`src/rtl/dsp_fifo_pkg.sv`:
```
// Shared definitions for the DSP-domain frame FIFO.
//   DEF_PKT_WIDTH / DEF_NUM_CH : default sample width and channel count
//   frame_width()              : total frame width (channels x sample bits)
//   ovf_policy_e               : what a write into a full FIFO does
package dsp_fifo_pkg;

    localparam int DEF_PKT_WIDTH = 16;
    localparam int DEF_NUM_CH    = 2;

    function automatic int frame_width(input int num_ch, input int pkt_width);
        return num_ch * pkt_width;
    endfunction

    // OVF_DROP_NEW keeps the stored frames and loses the incoming one;
    // OVF_DROP_OLD evicts the head frame to make room for the incoming one.
    typedef enum logic {
        OVF_DROP_NEW = 1'b0,
        OVF_DROP_OLD = 1'b1
    } ovf_policy_e;

endpackage

```
`src/rtl/sample_frame_fifo_mem.sv`:
```
// Frame storage for sample_frame_fifo: DEPTH x FW register array.
//   clk_i   : write clock
//   we_i    : write enable, stores wdata_i at waddr_i on the rising edge
//   waddr_i : write slot
//   wdata_i : frame to store
//   raddr_i : read slot
//   rdata_o : frame at raddr_i (combinational read)
module sample_frame_fifo_mem #(
    parameter int  FW    = 32,
    parameter int  DEPTH = 8,
    localparam int AW    = $clog2(DEPTH)
) (
    input  logic          clk_i,
    input  logic          we_i,
    input  logic [AW-1:0] waddr_i,
    input  logic [FW-1:0] wdata_i,
    input  logic [AW-1:0] raddr_i,
    output logic [FW-1:0] rdata_o
);

    logic [FW-1:0] mem_q [DEPTH];

    // NOTE: the array has no reset; the pointers alone define which slots hold
    // valid frames, so clearing the storage would only cost reset fan-out.
    always_ff @(posedge clk_i) begin
        if (we_i) begin
            mem_q[waddr_i] <= wdata_i;
        end
    end

    assign rdata_o = mem_q[raddr_i];

endmodule

```
`src/rtl/sample_frame_fifo.sv`:
```
// First-word fall-through FIFO for multi-channel audio frames (single clock).
//   clk_i / rst_i   : DSP clock, asynchronous active-high reset
//   pkt_i           : input frame, channel c at [c*PKT_WIDTH +: PKT_WIDTH]
//   pktValid_i      : push one frame this cycle
//   readEN_i        : pop the head frame this cycle
//   clrFlags_i      : clear the sticky overflow/underflow flags
//   pkt_o           : head frame, zero when empty
//   pktValid_o      : head frame valid
//   pktChanged_o    : per-channel "head differs from last popped frame"
//   level_o         : stored frame count
//   empty_o/full_o/almostFull_o : registered occupancy status
//   overflow_o      : sticky, a write hit a full FIFO
//   underflow_o     : sticky, a read hit an empty FIFO
module sample_frame_fifo
    import dsp_fifo_pkg::*;
#(
    parameter int  PKT_WIDTH = DEF_PKT_WIDTH,
    parameter int  NUM_CH    = DEF_NUM_CH,
    parameter int  DEPTH     = 8,
    parameter int  AFULL_LVL = 6,
    parameter int  OVERWRITE = 0,
    localparam int FW        = frame_width(NUM_CH, PKT_WIDTH),
    localparam int LW        = $clog2(DEPTH + 1)
) (
    input  logic              clk_i,
    input  logic              rst_i,
    input  logic [FW-1:0]     pkt_i,
    input  logic              pktValid_i,
    input  logic              readEN_i,
    input  logic              clrFlags_i,
    output logic [FW-1:0]     pkt_o,
    output logic              pktValid_o,
    output logic [NUM_CH-1:0] pktChanged_o,
    output logic [LW-1:0]     level_o,
    output logic              empty_o,
    output logic              full_o,
    output logic              almostFull_o,
    output logic              overflow_o,
    output logic              underflow_o
);

    localparam int          AW        = $clog2(DEPTH);
    localparam int          PW        = AW + 1;
    localparam ovf_policy_e POLICY    = ovf_policy_e'(OVERWRITE != 0);
    localparam logic [LW-1:0] AFULL_L = LW'(AFULL_LVL);

    // Pointers carry one extra wrap bit so full and empty are distinguishable.
    logic [PW-1:0] wr_ptr_q, wr_ptr_d;
    logic [PW-1:0] rd_ptr_q, rd_ptr_d;
    logic [LW-1:0] level_q, level_d;
    logic          empty_q, empty_d;
    logic          full_q, full_d;
    logic          afull_q, afull_d;
    logic          ovf_q, ovf_d;
    logic          udf_q, udf_d;
    logic [FW-1:0] last_pop_q, last_pop_d;
    logic [FW-1:0] rd_data;

    logic do_push, do_pop, do_discard, ovf_set, udf_set;

    sample_frame_fifo_mem #(
        .FW    (FW),
        .DEPTH (DEPTH)
    ) u_mem (
        .clk_i   (clk_i),
        .we_i    (do_push),
        .waddr_i (wr_ptr_q[AW-1:0]),
        .wdata_i (pkt_i),
        .raddr_i (rd_ptr_q[AW-1:0]),
        .rdata_o (rd_data)
    );

    assign pkt_o      = empty_q ? '0 : rd_data;
    assign pktValid_o = !empty_q;

    always_comb begin
        // NOTE: every signal is given a default before any branch, so no path
        // leaves it unassigned and no latch is inferred.
        do_pop     = readEN_i && !empty_q;
        udf_set    = readEN_i && empty_q;
        do_push    = 1'b0;
        do_discard = 1'b0;
        ovf_set    = 1'b0;

        if (pktValid_i) begin
            // A pop in the same cycle frees the slot the write needs.
            if (!full_q || do_pop) begin
                do_push = 1'b1;
            end else begin
                ovf_set = 1'b1;
                if (POLICY == OVF_DROP_OLD) begin
                    do_push    = 1'b1;
                    do_discard = 1'b1;
                end
            end
        end

        wr_ptr_d = wr_ptr_q;
        rd_ptr_d = rd_ptr_q;
        if (do_push)               wr_ptr_d = wr_ptr_q + PW'(1);
        if (do_pop || do_discard)  rd_ptr_d = rd_ptr_q + PW'(1);

        // A discard is always paired with a push, so it never moves the level.
        level_d = level_q;
        if (do_push && !do_pop && !do_discard) begin
            level_d = level_q + LW'(1);
        end else if (do_pop && !do_push) begin
            level_d = level_q - LW'(1);
        end

        empty_d = (level_d == '0);
        full_d  = (wr_ptr_d[AW-1:0] == rd_ptr_d[AW-1:0]) && (wr_ptr_d[AW] != rd_ptr_d[AW]);
        afull_d = (level_d >= AFULL_L);

        // Only a real pop updates the reference; an overwrite discard does not.
        last_pop_d = do_pop ? pkt_o : last_pop_q;

        // Set beats clear when both happen in the same cycle.
        ovf_d = (ovf_q && !clrFlags_i) || ovf_set;
        udf_d = (udf_q && !clrFlags_i) || udf_set;
    end

    always_comb begin
        pktChanged_o = '0;
        for (int c = 0; c < NUM_CH; c++) begin
            pktChanged_o[c] = pktValid_o &&
                (|(pkt_o[c*PKT_WIDTH +: PKT_WIDTH] ^ last_pop_q[c*PKT_WIDTH +: PKT_WIDTH]));
        end
    end

    // NOTE: state registers use non-blocking assignments so every flop samples
    // the pre-edge values regardless of statement order.
    always_ff @(posedge clk_i or posedge rst_i) begin
        if (rst_i) begin
            wr_ptr_q   <= '0;
            rd_ptr_q   <= '0;
            level_q    <= '0;
            empty_q    <= 1'b1;
            full_q     <= 1'b0;
            afull_q    <= 1'b0;
            ovf_q      <= 1'b0;
            udf_q      <= 1'b0;
            last_pop_q <= '0;
        end else begin
            wr_ptr_q   <= wr_ptr_d;
            rd_ptr_q   <= rd_ptr_d;
            level_q    <= level_d;
            empty_q    <= empty_d;
            full_q     <= full_d;
            afull_q    <= afull_d;
            ovf_q      <= ovf_d;
            udf_q      <= udf_d;
            last_pop_q <= last_pop_d;
        end
    end

    assign level_o      = level_q;
    assign empty_o      = empty_q;
    assign full_o       = full_q;
    assign almostFull_o = afull_q;
    assign overflow_o   = ovf_q;
    assign underflow_o  = udf_q;

endmodule

```
`config.mk`:
```
export PLATFORM = sky130hd
export DESIGN_NAME = sample_frame_fifo
export DESIGN_NICKNAME = d
export VERILOG_FILES = /design/src/rtl/dsp_fifo_pkg.sv /design/src/rtl/sample_frame_fifo_mem.sv /design/src/rtl/sample_frame_fifo.sv
export SDC_FILE = /design/constraint.sdc
export NUM_CORES = 1
export LEC_CHECK = 0
export CORE_ASPECT_RATIO = 1.1
export CORE_MARGIN = 3
export CORE_UTILIZATION = 40
export CTS_BUF_LIST = sky130_fd_sc_hd__clkbuf_2 sky130_fd_sc_hd__clkbuf_4 sky130_fd_sc_hd__clkbuf_8
export CTS_CLUSTER_SIZE = 28
export DETAILED_ROUTE_END_ITERATION = 7
export HOLD_SLACK_MARGIN = 0.06
export PLACE_DENSITY_LB_ADDON = 0.05
export SYNTH_ARGS = -nofsm -noshare
export SYNTH_HDL_FRONTEND = slang
export SYNTH_HIERARCHICAL = 1
export SYNTH_SLANG_ARGS = --single-unit
export TNS_END_PERCENT = 50
```
`constraint.sdc`:
```
create_clock -name clk_i -period 7.2 [get_ports clk_i]
set_input_delay 0.72 -clock clk_i [delete_from_list [all_inputs] [get_ports clk_i]]
set_output_delay 0.72 -clock clk_i [all_outputs]
set_load 0.01 [all_outputs]
```
# [Word-level counts from Yosys, hierarchy flattened]
# Memory sizes are Yosys's and may differ from the RTL's.
# Cells that the tools add are included.
[classes] addsub=4 order_cmp=1 eq_ne=2 n_mux=11 n_bitwise=2 n_reduce_logical=20
[op_table] op="$mux W32" count=1
[op_table] op="$reduce_or A16 Y1" count=2
[op_table] op="$xor A16 B16 Y16" count=2
[op_table] op="$mux W4" count=4
[op_table] op="$add A4 B1 Y4 const B" count=3
[op_table] op="$logic_and A1 B1 Y1" count=9
[op_table] op="$mux W1" count=6
[op_table] op="$logic_not A1 Y1" count=5
[op_table] op="$ge A4 B3 Y1 const B" count=1
[op_table] op="$logic_not A4 Y1" count=1
[op_table] op="$sub A4 B1 Y4 const B" count=1
[op_table] op="$eq A3 B3 Y1" count=1
[op_table] op="$logic_or A1 B1 Y1" count=3
[op_table] op="$ne A1 B1 Y1" count=1
[word_totals] reg_bits=49 mem_bits_rw=256 in_bits=37 out_inout_bits=44 mem_count=1
[memory_table] memory="u_mem.mem_q" words=8 word_bits=32 read_ports=1 rd_ports_with_merged_regs=0 write_ports=1 line_no="sample_frame_fifo_mem.sv:21" rtl="logic [FW-1:0] mem_q [DEPTH];"

# [Longest topological paths before layout]
[depth] ltp_word=10 depth_mapped=9

# [Modules after synthesis]
# Netlist, hierarchy kept.
[modules_own_cells] module="sample_frame_fifo_mem" instances=1 cells_per_inst=383 area_per_inst_um2=9825.7 seq_area_each_um2=7687.4
[modules_own_cells] module="sample_frame_fifo" instances=1 cells_per_inst=359 area_per_inst_um2=2960.3 seq_area_each_um2=1227.4

# [Worst setup path before layout]
# OpenSTA, ideal clock, no wires.
[synth_path] path_kind="input to register" startpoint="input port readEN_i" endpoint="memory u_mem.mem_q[0][0], enable pin" t_arrival_ns=3.367 required_time_ns=6.739 slack_ns=3.372 cell_stages=5 path_cell_list="and2b_1 > o21ai_2 > inv_1 > nand2b_1 > nor3_1"
[synth_between] elab_chain_cells=6
[synth_rtl] element="start, declared" line_no="sample_frame_fifo.sv:29" rtl="input logic readEN_i,"
[synth_rtl] element="$logic_and A1 B1 Y1" line_no="sample_frame_fifo.sv:79" rtl="do_pop = readEN_i && !empty_q;"
[synth_rtl] element="$logic_or A1 B1 Y1" line_no="sample_frame_fifo.sv:87" rtl="if (!full_q || do_pop) begin"
[synth_rtl] element="$mux W1" line_no="sample_frame_fifo.sv:87"
[synth_rtl] element="$mux W1" line_no="sample_frame_fifo.sv:85" rtl="if (pktValid_i) begin"
[synth_rtl] element="via do_push" line_no="sample_frame_fifo.sv:59" rtl="logic do_push, do_pop, do_discard, ovf_set, udf_set;"
[synth_rtl] element="$mux W1" line_no="sample_frame_fifo_mem.sv:26" rtl="if (we_i) begin"
[synth_rtl] element="$mux W1 (not written as such)" line_no="sample_frame_fifo_mem.sv:27" rtl="mem_q[waddr_i] <= wdata_i;"
[synth_rtl] element="end, declared" line_no="sample_frame_fifo_mem.sv:21"
# The timed path passes the listed nets, and every way through them passes these cells.

# [Final worst setup path]
[layout_path] startpoint="register rd_ptr_q[0]" endpoint="output port pktChanged_o[1]"
[layout_between] elab_chain_cells=5
[layout_rtl] element="start, declared" line_no="sample_frame_fifo.sv:49" rtl="logic [PW-1:0] rd_ptr_q, rd_ptr_d;"
[layout_rtl] element="start signal, assigned" line_no="sample_frame_fifo.sv:146" rtl="rd_ptr_q <= rd_ptr_d;"
[layout_rtl] element="$mem_v2 Z8 W32"
[layout_rtl] element="via rd_data[25]" line_no="sample_frame_fifo.sv:57" rtl="logic [FW-1:0] rd_data;"
[layout_rtl] element="$mux W32" line_no="sample_frame_fifo.sv:73" rtl="assign pkt_o = empty_q ? '0 : rd_data;"
[layout_rtl] element="$xor A16 B16 Y16" line_no="sample_frame_fifo.sv:127" rtl="(|(pkt_o[c*PKT_WIDTH +: PKT_WIDTH] ^ last_pop_q[c*PKT_WIDTH +: PKT_WIDTH]));"
[layout_rtl] element="$reduce_or A16 Y1" line_no="sample_frame_fifo.sv:127"
[layout_rtl] element="$logic_and A1 B1 Y1" line_no="sample_frame_fifo.sv:126" rtl="pktChanged_o[c] = pktValid_o &&"
[layout_rtl] element="end, declared" line_no="sample_frame_fifo.sv:33" rtl="output logic [NUM_CH-1:0] pktChanged_o,"
# The timed path passes the listed nets, and every way through them passes these cells.

==> flow_summary_export.csv <==
group,metric,value,unit
status,status,"finished clean",
floorplanning,die_h,194,um
critical_path,r2r-start,"empty_o$_DFF_PP1_",
sta,maxSlewHeadroom,0.392,
drt,dr.pass1.iters,4,
drt,drt_iter0_drc,455,
drt,wl_per_cell,22.7,um
worst_hold_path,hp-class,"reg -> reg",
critical_path,cp.required,6.48,ns
logic_synthesis,syn_area,12800,sq um
logic_synthesis,ys_ff_latch,305,
finish,layout-drive-gt1-share,0.194,
logic_synthesis,synth-edff-count,256,
sta,rsz0062_at_grt,"no",
placement,gp_congestion,0.717,
pwr,power_leakage,5.28,nW
critical_path,crit_path_max_fanout,47,
critical_path,cp.buffers_inverters,2,
drt,drt-total-wl,29.9,mm
critical_path,setup.worst_path.end,"pktChanged_o[1]",
critical_path,critPathCaptureType,"primary output",
sta,worstMarginPinSlew,0.911,ns
floorplanning,start_util,0.406,
pwr,netSwitchingFraction,0.341,
global_route,grt_pass1_wl,45.2,mm
critical_path,timing_worst_setup_path_type,"reg -> out",
critical_path,ff2ff_setup_slack,3.97,ns
critical_path,cp_cell_sequence,"buf_4 > mux4_1 > mux2_2 > nor4bb_1 > a31oi_1 > o21ai_0 > nand4_1 > o21a_1 > clkdlybuf4s50_1",
floorplanning,fp.dieW,176,um
finish,syn_to_final_growth,18.1,%
clock_tree,path_clk_slew,0.06,ns
pwr,peakVddDrop,0.000169,V
floorplanning,io_pins,81,
sta,maxSlewViolCount,0,
global_route,met2_usage,0.300,
logic_synthesis,synth_cells,742,
sta,finalCritPeriodShare,0.720,
clock_tree,clkLatencyLatePin,0.59,ns
pwr,p_total,6.68,mW
critical_path,cp.arrival,4.47,ns
drt,viasPerCell,5.35,
placement,portBuffers,80,
clock_tree,numCtsBuffers,50,
global_route,gr-usage-all-layers,0.177,
critical_path,crit_family,"flip-flops",
job,maxCapViolCount,0,
global_route,grt_overflow_total,0,
sta,setup_violations,0,
global_route,first_global_vias,7419,
sta,finalHoldViolations,0,
floorplanning,coreArea,31500,sq um
clock_tree,clockBufferDepth,3,
floorplanning,row_count,68,
logic_synthesis,yosysSeqAreaShare,0.697,
global_route,antenna_found_initial,0,
critical_path,rr_worst_depth,7,
finish,layout_common_cells,"edfxtp_1 (256), nand2_1 (105), clkdlybuf4s50_1 (80)",
critical_path,slowest_delay,1.03,ns
pwr,clockPowerShare,0.220,
logic_synthesis,synthFlopType,"edfxtp_1",
pwr,powerDensity,443,nW/um^2
sta,period_needed,5.19,ns
drt,vias,7029,
critical_path,path_depth,9,
placement,dp_hpwl,17.0,mm
clock_tree,cts_hold_buf,0,
sta,tns,0,ns
finish,final_common_cell,"edfxtp_1",
pwr,p_comb_frac,0.391,
pwr,seq_power_share,0.390,
critical_path,cp-startpoint,"rd_ptr_q[0]$_DFF_PP0_",
finish,num_antenna_cells,0,
clock_tree,cts_max_level,2,
critical_path,r2r-end,"u_mem/mem_q[4][27]$_DFFE_PP_",
floorplanning,dieArea,34100,sq um
pwr,p_int,4.40,mW
logic_synthesis,async_flop_share,0.161,
pwr,p_switching,2.28,mW
clock_tree,cts_setup_buffers,0,
logic_synthesis,synth.distinct_cells,40,
logic_synthesis,syn_nets,783,
clock_tree,cts.sinks,305,
global_route,grt_util_met3,0.0334,
critical_path,worstSetupStartpointType,"register",
clock_tree,root_buffer,"clkbuf_8",
clock_tree,cts.repair.resized,0,
critical_path,critPathSlowestCell,"dfrtp_4",
finish,fill_cells,2706,
logic_synthesis,yosysWarningCount,6,
logic_synthesis,avgSynthCellArea,17.2,sq um
drt,drtAntennaViolNets,0,
clock_tree,cts_tree,"built",
sta,fmax,0.193,GHz
drt,drc_errors,0,
global_route,top_usage_layer,"met2",
global_route,grt_max_degree,50,
finish,num-nets-final,899,
worst_hold_path,hold_depth,1,
sta,fin_skew,0.0284,ns
global_route,met1_usage,0.234,
flip-flops by register name, indices dropped and copies added, names as in the netlist:
register / flops
full_o: 1
underflow_o: 1
wr_ptr_q: 4
rd_ptr_q: 4
empty_o: 1
overflow_o: 1
level_o: 4
u_mem/mem_q: 256
almostFull_o: 1
last_pop_q: 32
power groups by stage:
stage	registers [mW]	clock network [mW]	logic [mW]
floorplan	2.46	0	1.76
global placement	2.62	0	2.61
detailed placement	2.65	0	2.65
CTS	2.61	1.53	2.67
global route	2.66	1.61	2.85
finish	2.60	1.47	2.61
metal layers:
layer | part of all wire | vias up | wire length, um
met5 | 0 | - | 0
met1 | 0.42 | 3662 | 12600
met2 | 0.51 | 175 | 15200
li1 | - | 3142 | -
met3 | 0.050 | 50 | 1510
met4 | 0.021 | 0 | 619
layout make-up:
cell class | instances | area, sq um | share of cell area
clock inverters | 14 | 88.8 | 0.00588
well taps | 420 | 526 | 0.0348
flip-flops and latches | 305 | 8920 | 0.591
multi-input cells | 395 | 3710 | 0.246
clock buffers | 75 | 888 | 0.0588
inverters | 8 | 30.0 | 0.00199
repair buffers | 98 | 936 | 0.0620
worst min-delay path by stage:
stage          slack, ns                     to                  start
3_5_place_dp        0.48  wr_ptr_q[3]$_DFF_PP0_  wr_ptr_q[3]$_DFF_PP0_
4_1_cts             0.49  wr_ptr_q[3]$_DFF_PP0_  wr_ptr_q[3]$_DFF_PP0_
3_3_place_gp        0.46  wr_ptr_q[3]$_DFF_PP0_  wr_ptr_q[3]$_DFF_PP0_
5_1_grt             0.50  wr_ptr_q[3]$_DFF_PP0_  wr_ptr_q[3]$_DFF_PP0_
2_1_floorplan       0.45  wr_ptr_q[3]$_DFF_PP0_  wr_ptr_q[3]$_DFF_PP0_
6_report            0.48  wr_ptr_q[3]$_DFF_PP0_  wr_ptr_q[3]$_DFF_PP0_
synthesized netlist by cell type, types with 7 or more instances:
library cell	count	area (sq um)
mux2_2	33	372
clkbuf_1	10	37.5
dfrtp_1	48	1200
buf_6	7	78.8
xnor2_1	25	219
a31oi_1	16	100
buf_2	10	50.1
inv_1	7	26.3
mux4_1	40	1050
nand2_1	105	394
nor2b_1	32	200
o21ai_0	18	90.1
nor2_1	38	143
mux4_2	24	541
nor4bb_1	14	140
edfxtp_1	256	7690
cell families (layout without fill, tap and decap cells):
family | count (synthesis) | after routing | synth area share
flops | 305 | 305 | 0.697
fa+ha+maj | 4 | 4 | 0.00391
mux | 98 | 98 | 0.155
xor+xnor | 31 | 31 | 0.0212
buf+inv | 42 | 195 | 0.0177
compound gates | 53 | 53 | 0.0264
simple gates | 209 | 209 | 0.0788
per-stage QoR:
step                setup slack, ns  hold slack [ns]  instance area (sq um)  std cells  utilization
floorplan                      3.37            0.450                  12800        742            -
CTS                            1.88            0.487                  15100       1315        0.480
finish                         2.01            0.481                  15100       1315        0.480
global placement               2.61            0.463                  14100       1226        0.449
detailed placement             2.55            0.475                  14100       1226        0.449
global route                   1.73            0.502                  15100       1315        0.480
worst register-to-register path: stages, from the launching register on:
cell and delay [ns]:
dfstp_2 0.53, and2b_1 0.28, buf_4 0.45, o21ai_2 0.17, inv_1 0.10, nand2_1 0.23
nor3_4 0.52, buf_4 0.56
No activity file was read; power rests on OpenSTA's default activity.
